<file path="config.mk">
export PLATFORM = sky130hd
export DESIGN_NAME = reg_dump_streamer
export DESIGN_NICKNAME = d
export VERILOG_FILES = /design/src/rtl/reg_dump_streamer_pkg.sv /design/src/rtl/reg_dump_streamer.sv
export SDC_FILE = /design/constraint.sdc
export NUM_CORES = 1
export LEC_CHECK = 0
export CAP_MARGIN = 10
export CORE_MARGIN = 5
export CORE_UTILIZATION = 40
export CTS_BUF_LIST = sky130_fd_sc_hd__clkbuf_16
export CTS_CLUSTER_DIAMETER = 50
export DETAILED_ROUTE_END_ITERATION = 6
export PLACE_DENSITY_LB_ADDON = 0.12
export SYNTH_ARGS = -nofsm -noshare
export SYNTH_HDL_FRONTEND = slang
export SYNTH_SLANG_ARGS = --single-unit
</file>
<file path="constraint.sdc">
create_clock -name clk -period 5.2 [get_ports clk]
set_input_delay 0.78 -clock clk [delete_from_list [all_inputs] [get_ports clk]]
set_output_delay 0.78 -clock clk [all_outputs]
set_load 0.05 [all_outputs]
</file>
<file path="src/rtl/reg_dump_streamer_pkg.sv">
// reg_dump_streamer_pkg: shared FSM state, register index type and default frame marker
package reg_dump_streamer_pkg;
  typedef enum logic [2:0] {IDLE, HEADER, FETCH, SEND, DONE} state_e;
  typedef logic [4:0] reg_idx_t;
  localparam logic [7:0] HEADER_BYTE_DEF = 8'hA5;
endpackage

</file>
<file path="src/rtl/reg_dump_streamer.sv">
// reg_dump_streamer: walks a register range through a read port and streams a header byte plus each value as 4 little-endian bytes
// Ports: clk/reset (async, active-high); start begins a dump; read_address/read_data form the
// combinational register-file read port; tx_data/tx_valid/tx_ready form the byte stream;
// busy is high while a frame is in progress; done pulses once after the last byte is accepted.
module reg_dump_streamer
  import reg_dump_streamer_pkg::*;
#(
  parameter int FIRST_REG = 0,
  parameter int LAST_REG = 31,
  parameter logic [7:0] HEADER_BYTE = HEADER_BYTE_DEF
) (
  input  logic        clk,
  input  logic        reset,
  input  logic        start,
  output logic [4:0]  read_address,
  input  logic [31:0] read_data,
  output logic [7:0]  tx_data,
  output logic        tx_valid,
  input  logic        tx_ready,
  output logic        busy,
  output logic        done
);
  localparam reg_idx_t FIRST = reg_idx_t'(FIRST_REG);
  localparam reg_idx_t LAST = reg_idx_t'(LAST_REG);
  if (FIRST_REG < 0 || FIRST_REG > LAST_REG || LAST_REG > 31) begin : g_bad_range
    $fatal(1, "reg_dump_streamer: register range must satisfy 0 <= FIRST_REG <= LAST_REG <= 31");
  end
  state_e state_q, state_d;
  reg_idx_t reg_idx_q, reg_idx_d;
  logic [1:0] byte_cnt_q, byte_cnt_d;
  logic [31:0] shift_q, shift_d;
  always_ff @(posedge clk or posedge reset) begin
    if (reset) begin
      state_q <= IDLE;
      reg_idx_q <= FIRST;
      byte_cnt_q <= 2'd0;
      shift_q <= 32'h0;
    end else begin
      state_q <= state_d;
      reg_idx_q <= reg_idx_d;
      byte_cnt_q <= byte_cnt_d;
      shift_q <= shift_d;
    end
  end
  // Bytes leave from shift_q[7:0]; the value is captured once per register in FETCH,
  // while read_address has already been stable for the whole cycle.
  always_comb begin
    state_d = state_q;
    reg_idx_d = reg_idx_q;
    byte_cnt_d = byte_cnt_q;
    shift_d = shift_q;
    case (state_q)
      IDLE: if (start) begin
        state_d = HEADER;
        reg_idx_d = FIRST;
      end
      HEADER: if (tx_ready) state_d = FETCH;
      FETCH: begin
        shift_d = read_data;
        byte_cnt_d = 2'd0;
        state_d = SEND;
      end
      SEND: if (tx_ready) begin
        if (byte_cnt_q != 2'd3) begin
          shift_d = shift_q >> 8;
          byte_cnt_d = byte_cnt_q + 2'd1;
        end else if (reg_idx_q != LAST) begin
          reg_idx_d = reg_idx_q + 5'd1;
          state_d = FETCH;
        end else state_d = DONE;
      end
      DONE: state_d = IDLE;
      default: state_d = IDLE;
    endcase
  end
  always_comb begin
    tx_valid = (state_q == HEADER) || (state_q == SEND);
    tx_data = (state_q == HEADER) ? HEADER_BYTE : (state_q == SEND) ? shift_q[7:0] : 8'h00;
    busy = (state_q == HEADER) || (state_q == FETCH) || (state_q == SEND);
    done = state_q == DONE;
  end
  assign read_address = reg_idx_q;
endmodule

</file>
# After elaboration in Yosys (flattened, before gate mapping)
# Index checks and enable logic that the tools add are counted.
# word_totals
register_bits	42
in_bits	36
output_inout_bits	16
word_cells	46
# op_classes
add_sub_neg	2
eq_ne	12
n_mux	19
n_reduce_logical	9
# op_table
cell	n
$mux 32	2
$pmux 32 s2	1
$mux 5	4
$mux 8	2
$mux 3	5
$ne 2x2->1 const B	7
$pmux 3 s4	1
$pmux 5 s2	1
$eq 3x2->1 const B	2
$add 5x1->5 const B	1
$ne 5x5->1 const B	1
$reduce_and 5->1	1
$mux 2	2
$pmux 2 s2	1
$reduce_and 4->1	1
$reduce_bool 2->1	2
$eq 3x1->1 const B	1
$eq 3x3->1 const B	1
$logic_not 3->1	1
$logic_or 1x1->1	3
$reduce_and 3->1	1
$add 2x1->2 const B	1

# Logic depth before layout (Yosys ltp)
# Gate-level depths: netlist of run 1.
# logic_depth
depth_word	5
mapped_depth	6
mapped_depth_nobuf	6

# Worst setup path before layout of run 1
# No wires, ideal clock.
# synth_path
path_type	reg-to-output
start	register state_q[2]
end	output port tx_data[3]
arrival_time_ps	1690
t_required_ps	4420
slack_ps	2730
path_stages_with_launch	6
n_path_buf	3
cell_sequence	dfrtp_1 -> nand3b_1 -> buf_6 -> buf_6 -> buf_4 -> nor2_1
# synth_via
elab_chain_cells	3
word_cells_on_any_way	4
cone_classes	eq/ne: 2; mux: 2
# synth_rtl
element	line_no	source
start, declared	reg_dump_streamer.sv:28	state_e state_q, state_d;
start signal, assigned	reg_dump_streamer.sv:39	state_q <= state_d;
$eq 3x2->1	reg_dump_streamer.sv:78	tx_data = (state_q == HEADER) ? HEADER_BYTE : (state_q == SEND) ? shift_q[7:0] : 8'h00;
$mux 8	reg_dump_streamer.sv:78	
$mux 8 *	reg_dump_streamer.sv:78	
end, declared	reg_dump_streamer.sv:17	output logic [7:0] tx_data,
# Every way passes the cells marked *; elsewhere a longest branch is shown, timed or not.

# Worst setup path after layout of run 1
# layout_path
start	register state_q[0]
end	output port tx_data[6]
# The elaborated chain is that of the path after synthesis.

==> results of run 1 <==
[layout make-up]
type,count,area share (%)
flip-flops and latches,42,37.4
multi-input cells,111,33.8
repair buffers,54,19.0
clock buffers,5,4.46
well taps,70,3.12
inverters,13,1.74
clock inverters,3,0.446
[through the flow]
step	std cells	area (µm²)	hold slack (ns)	power (mW)	util (%)
final	298	2810	0.504	1.39	54.9
after global routing	298	2810	0.522	1.48	54.9
after CTS	298	2810	0.506	1.41	54.9
after detailed placement	290	2670	0.492	1.11	52.3
after global placement	290	2670	0.486	1.09	52.3
after floorplan	174	2110	0.469	0.936	-
[flip-flops by register name (all words and copies together) (netlist names)]
register and flops:
read_address 5, byte_cnt_q 2, state_q 3, shift_q 32
[critical path, delay by kind of cell (launching register included)]
kind,cells,cell delay [ns]
AND/OR/NAND/NOR,2,0.65
flip-flops,1,0.61
buffers and inverters,1,0.83
[cell usage after synthesis, types with 2 or more instances]
master,instances
nand2b_1,6
mux2i_1,15
nand2_1,3
a22o_1,8
mux2_2,34
nor2_1,7
ha_1,3
buf_2,3
and3_1,4
dfrtp_1,42
o211ai_1,2
buf_4,2
nand3_1,3
inv_1,13
o221ai_1,2
a311oi_1,2
o21ai_0,2
a21oi_1,5
buf_6,3
nand4_1,3
[worst max path at each step]
stage / startpoint / to / slack (ns) / cells after the start
2_1_floorplan: state_q[2]$_DFFE_PP0P_ / tx_data[3] / 2.73 / 5
3_3_place_gp: tx_ready / shift_q[12]$_DFFE_PP0P_ / 2.22 / 5
3_5_place_dp: tx_ready / shift_q[14]$_DFFE_PP0P_ / 2.16 / 5
4_1_cts: state_q[0]$_DFFE_PP0P_ / tx_data[3] / 2.05 / 3
5_1_grt: state_q[0]$_DFFE_PP0P_ / tx_data[3] / 1.89 / 3
6_report: state_q[0]$_DFFE_PP0P_ / tx_data[6] / 2.05 / 3
[routing by layer]
metal  up-vias  GRT usage (%)  part of all wire (%)
li1        736              -                     -
met1       761           18.0                    43
met2        32           25.4                    51
met3         5           4.56                   5.0
met4         0           3.92                   1.1
met5         -              0                     0
[kinds of logic after synthesis]
| kind of cell | Yosys count |
|---|---|
| adder cells (fa/ha/maj) | 3 |
| AND/OR/NAND/NOR | 35 |
| multiplexers | 49 |
| AO/OA/AOI/OAI | 24 |
| flip-flops | 42 |
| buffers and inverters | 21 |
[power by group through the flow]
stage / registers, mW / clock network, mW / logic (mW)
final: 0.506 / 0.289 / 0.595
after global placement: 0.508 / 0 / 0.581
after floorplan: 0.541 / 0 / 0.396
after CTS: 0.507 / 0.297 / 0.601
after detailed placement: 0.512 / 0 / 0.598
after global routing: 0.522 / 0.312 / 0.643
==> impl_metrics.json, run 1 <==
{
  "initial_core_util_pct": 41.4,
  "path_max_fanout": 15,
  "hold-path-cell-count": 1,
  "vdd_ir_drop_max_uv": 242,
  "syn_avg_cell_area_um2": 12.1,
  "ant_nets": 0,
  "synth_cell_types": 32,
  "die_h_um": 82.7,
  "hpwl_mm": 3.35,
  "overflow": 0,
  "cts_buffer_depth": 2,
  "seqCellArea_um2": 1050,
  "yosysTopAreaCell": "dfrtp_1",
  "fin_crit_ns": 3.15,
  "via_per_inst": 5.15,
  "rr_endpoint": "shift_q[10]$_DFFE_PP0P_",
  "synth_edf_count": 0,
  "num_vias": 1534,
  "ys_ff_latch": 42,
  "mappedNetlistArea_um2": 2110,
  "status": "completed",
  "share_comb_of_total_power_pct": 42.8,
  "slew_violations": 0,
  "fp.dieW_um": 82.7,
  "clock-sinks": 42,
  "seq_power_share_pct": 36.4,
  "path_cells": "nand3b_1 -> nor2_1 -> clkdlybuf4s50_1",
  "coreArea_um2": 5110,
  "rrSetupSlack_ns": 2.81,
  "synth_top_family_by_area": "multiplexers",
  "drc": 0,
  "diodes": 0,
  "synth_nets": 213,
  "worst-r2r-cell-count": 5,
  "rows": 26,
  "gp_congestion": 0.723,
  "worstSetupPathType": "flop to output pin",
  "grt_max_degree": 43,
  "clock_latency_ns": 0.28,
  "die-area_um2": 6830,
  "layout_common_cells": "clkdlybuf4s50_1 (51), dfrtp_1 (42), mux2_2 (34)",
  "cts_root_buf": "clkbuf_16",
  "power.internal_uw": 888,
  "synthSimpleGateAreaFrac_pct": 9.54,
  "portBuffers": 51,
  "cts_resized": 0,
  "antenna_found_initial": 0,
  "fin_nets": 266,
  "grt_pass1_wl_mm": 7.58,
  "cellPowerDensity_nw_per_um2": 495,
  "final_layout_size_suffix_gt1_share_pct": 19.7,
  "syn_to_final_growth_pct": 32.9,
  "finalSetupTns_ns": 0,
  "ys_warn_count": 0,
  "p_switching_uw": 501,
  "grt_usage_pct": 14.8,
  "hold_violations": 0,
  "mostFrequentLayoutCell": "clkdlybuf4s50_1",
  "yosysTopAreaCellShare_pct": 49.8,
  "ys_seq_area_share_pct": 49.8,
  "synth_top_flop_cell": "dfrtp_1",
  "n_fill_cell": 451,
  "rsz0062_at_grt": "no",
  "clk_pin_slew_ns": 0.05,
  "multi_input_area_um2": 948,
  "cts_setup_buffers": 0,
  "finalWirelength_mm": 4.64,
  "hold_end": "shift_q[17]$_DFFE_PP0P_",
  "synthTopCellsByArea": "dfrtp_1 (50%), mux2_2 (18%), mux2i_1 (7.1%), a22o_1 (3.3%), inv_1 (2.3%)",
  "initialDrtViolationCount": 42,
  "grt_pass1_vias": 1608,
  "crit_path_start_kind": "flop",
  "io_pins": 52,
  "yosys.area_share.xor_xnor_pct": 0,
  "fin_crit_sh_pct": 60.6,
  "arrival_ns": 2.37,
  "tritoncts": "yes",
  "r2r-start": "byte_cnt_q[0]$_DFFE_PP0P_",
  "required_ns": 4.42,
  "dpl_worst_slack_ns": 2.16,
  "worstSetupEndpointType": "output pin",
  "cts_hold_buf": 0,
  "max_slew.worst_pin.slew_ns": 0.887,
  "hold_class": "flop to flop",
  "synth_mux_area_share_pct": 25.2,
  "cts_buffers": 5,
  "critPathMaxStageDelay_ns": 0.83,
  "cellLeakagePower_nw": 1.29,
  "setup_slack_ns": 2.05,
  "max_cap_viol_count": 0,
  "synthAdderAreaFrac_pct": 1.78,
  "crit_slowest_cell": "clkdlybuf4s50_1",
  "setup_viol": 0,
  "netlist_instances": 174,
  "relSlewSlack_pct": 40.9,
  "hold_start": "shift_q[17]$_DFFE_PP0P_",
  "fin_worst_skew_ns": 0.00502,
  "p_sw_share_pct": 36.1,
  "synth-compound-area-share_pct": 8.35,
  "htree_levels": 2,
  "async_reset_ff_share_pct": 100,
  "fmax_mhz": 317,
  "avgRoutedWirePerCell_um": 15.6,
  "power_frac_clock_pct": 20.8,
  "dr.pass1.iters": 4
}
No activity file was read; power rests on OpenSTA's default activity.
==> inputs of run 2 (changes only) <==
==> constraint.sdc (replaced) <==
create_clock -name clk -period 2.9 [get_ports clk]
set_input_delay 0.435 -clock clk [delete_from_list [all_inputs] [get_ports clk]]
set_output_delay 0.435 -clock clk [all_outputs]
set_load 0.05 [all_outputs]
==> impl_metrics.json, run 2 (synthesis results as in run 1) <==
{
  "status": "completed",
  "cellLeakagePower_nw": 1.34,
  "die-area_um2": 6830,
  "finalWirelength_mm": 4.81,
  "max_cap_viol_count": 0,
  "layout_common_cells": "clkdlybuf4s50_1 (48), dfrtp_1 (42), mux2_2 (34)",
  "cts_resized": 0,
  "hold_slack_ns": 0.395,
  "cts_buffers": 5,
  "initial_core_util_pct": 41.4,
  "relSlewSlack_pct": 45.9,
  "path_depth": 3,
  "crit_buf_inv": 1,
  "tritoncts": "yes",
  "endpoint": "tx_data[1]",
  "final_cells": 299,
  "fmax_mhz": 384,
  "path_max_fanout": 13,
  "critPathTopFamily": "buffers and inverters",
  "clk_pin_slew_ns": 0.06,
  "crit_slowest_cell": "clkdlybuf4s50_1",
  "coreArea_um2": 5110,
  "grt_pass1_vias": 1720,
  "dr.pass1.iters": 4,
  "cts_buffer_depth": 2,
  "cts_root_buf": "clkbuf_16",
  "required_ns": 2.47,
  "crit_path_start_kind": "flop",
  "avgRoutedWirePerCell_um": 16.1,
  "drc": 0,
  "clock-sinks": 42,
  "rrSetupSlack_ns": 0.90,
  "portBuffers": 51,
  "worstSetupStartpoint": "state_q[1]$_DFFE_PP0P_",
  "ant_nets": 0,
  "critPathMaxStageDelay_ns": 0.81,
  "vdd_ir_drop_max_uv": 450,
  "setup_viol": 0,
  "fin_crit_ns": 2.61,
  "setup_slack_ns": 0.295,
  "cellPowerDensity_nw_per_um2": 940,
  "fin_util_pct": 57.2,
  "grt_max_degree": 31,
  "grt_pass1_wl_mm": 7.88,
  "finalInstanceArea_um2": 2920,
  "num_vias": 1578,
  "final_layout_size_suffix_gt1_share_pct": 22.3,
  "mostFrequentLayoutCell": "clkdlybuf4s50_1",
  "worst-r2r-cell-count": 6,
  "fin_worst_skew_ns": 0.00631,
  "dpl.cell_count": 290,
  "clock_latency_ns": 0.28,
  "n_fill_cell": 431,
  "slew_violations": 0,
  "grt_usage_pct": 15.4,
  "htree_levels": 2,
  "r2r-start": "read_address[0]$_DFFE_PP0P_",
  "gp_congestion": 0.776,
  "worstSetupPathType": "flop to output pin",
  "antenna_found_initial": 0,
  "via_per_inst": 5.28,
  "worstSetupEndpointType": "output pin",
  "regMostFlops": "shift_q",
  "largest_reg_flops": 32,
  "dpl_worst_slack_ns": 0.607,
  "hold_violations": 0,
  "dpl_cell_area_um2": 2700,
  "arrival_ns": 2.17,
  "finalSetupTns_ns": 0,
  "overflow": 0,
  "rr_endpoint": "read_address[2]$_DFFE_PP0P_",
  "initialDrtViolationCount": 66,
  "rsz0062_at_grt": "no",
  "hpwl_mm": 3.56,
  "path_cells": "and2b_1 -> and3_1 -> clkdlybuf4s50_1",
  "syn_to_final_growth_pct": 38.3,
  "rows": 26,
  "cts_setup_buffers": 0,
  "finalPower_mw": 2.75,
  "fp.dieW_um": 82.7,
  "fin_crit_sh_pct": 89.8,
  "hold_class": "primary input to async pin",
  "fin_nets": 267,
  "io_pins": 52,
  "die_h_um": 82.7,
  "max_slew.worst_pin.slew_ns": 0.806,
  "diodes": 0,
  "cts_hold_buf": 0
}
## run 2: changes by cell type in the layout (fill, tap and decap cells not counted), sizes merged
| cell | previous run | this run |
|---|---|---|
| clkdlybuf4s50 | 51 | 48 |
| buf | 3 | 7 |
| bufinv | 0 | 2 |
| inv | 13 | 12 |
| clkinv | 3 | 2 |
## run 2: layout make-up
type                            count  area (µm²)  area share, %
Multi-Input combinational cell    111         948           32.5
Clock buffer                        5         125           4.28
Inverter                           13        48.8           1.67
Tap cell                           70        87.6           3.00
Clock inverter                      3        68.8           2.36
Timing Repair Buffer               55         591           20.2
Sequential cell                    42        1050           36.0
## run 2: worst min path at each step
stage                            startpoint                          end  slack (ns)  cells past startpoint
global placement    shift_q[31]$_DFFE_PP0P_      shift_q[31]$_DFFE_PP0P_        0.48                      1
global route                          reset  read_address[4]$_DFFE_PP0P_        0.43                      2
detailed placement  shift_q[31]$_DFFE_PP0P_      shift_q[31]$_DFFE_PP0P_        0.49                      1
finish                                reset       state_q[0]$_DFFE_PP0P_        0.40                      2
CTS                 shift_q[31]$_DFFE_PP0P_      shift_q[31]$_DFFE_PP0P_        0.51                      1
floorplan           shift_q[24]$_DFFE_PP0P_      shift_q[24]$_DFFE_PP0P_        0.47                      1
## run 2: layer usage
metal  global-route usage (%)  up-vias  wire length [µm]
met5                        0        -                 0
met4                     6.54        0                91
met3                     4.12       10               238
met2                     26.4       47              2570
met1                     18.0      783              1910
li1                         -      738                 -
## run 2: report_power, final
group          leakage [nW]  internal (mW)  total (mW)  switching, mW
sequential            0.554          0.788       0.911          0.123
clock                0.0940          0.495       0.726          0.231
combinational         0.694          0.527        1.11          0.582
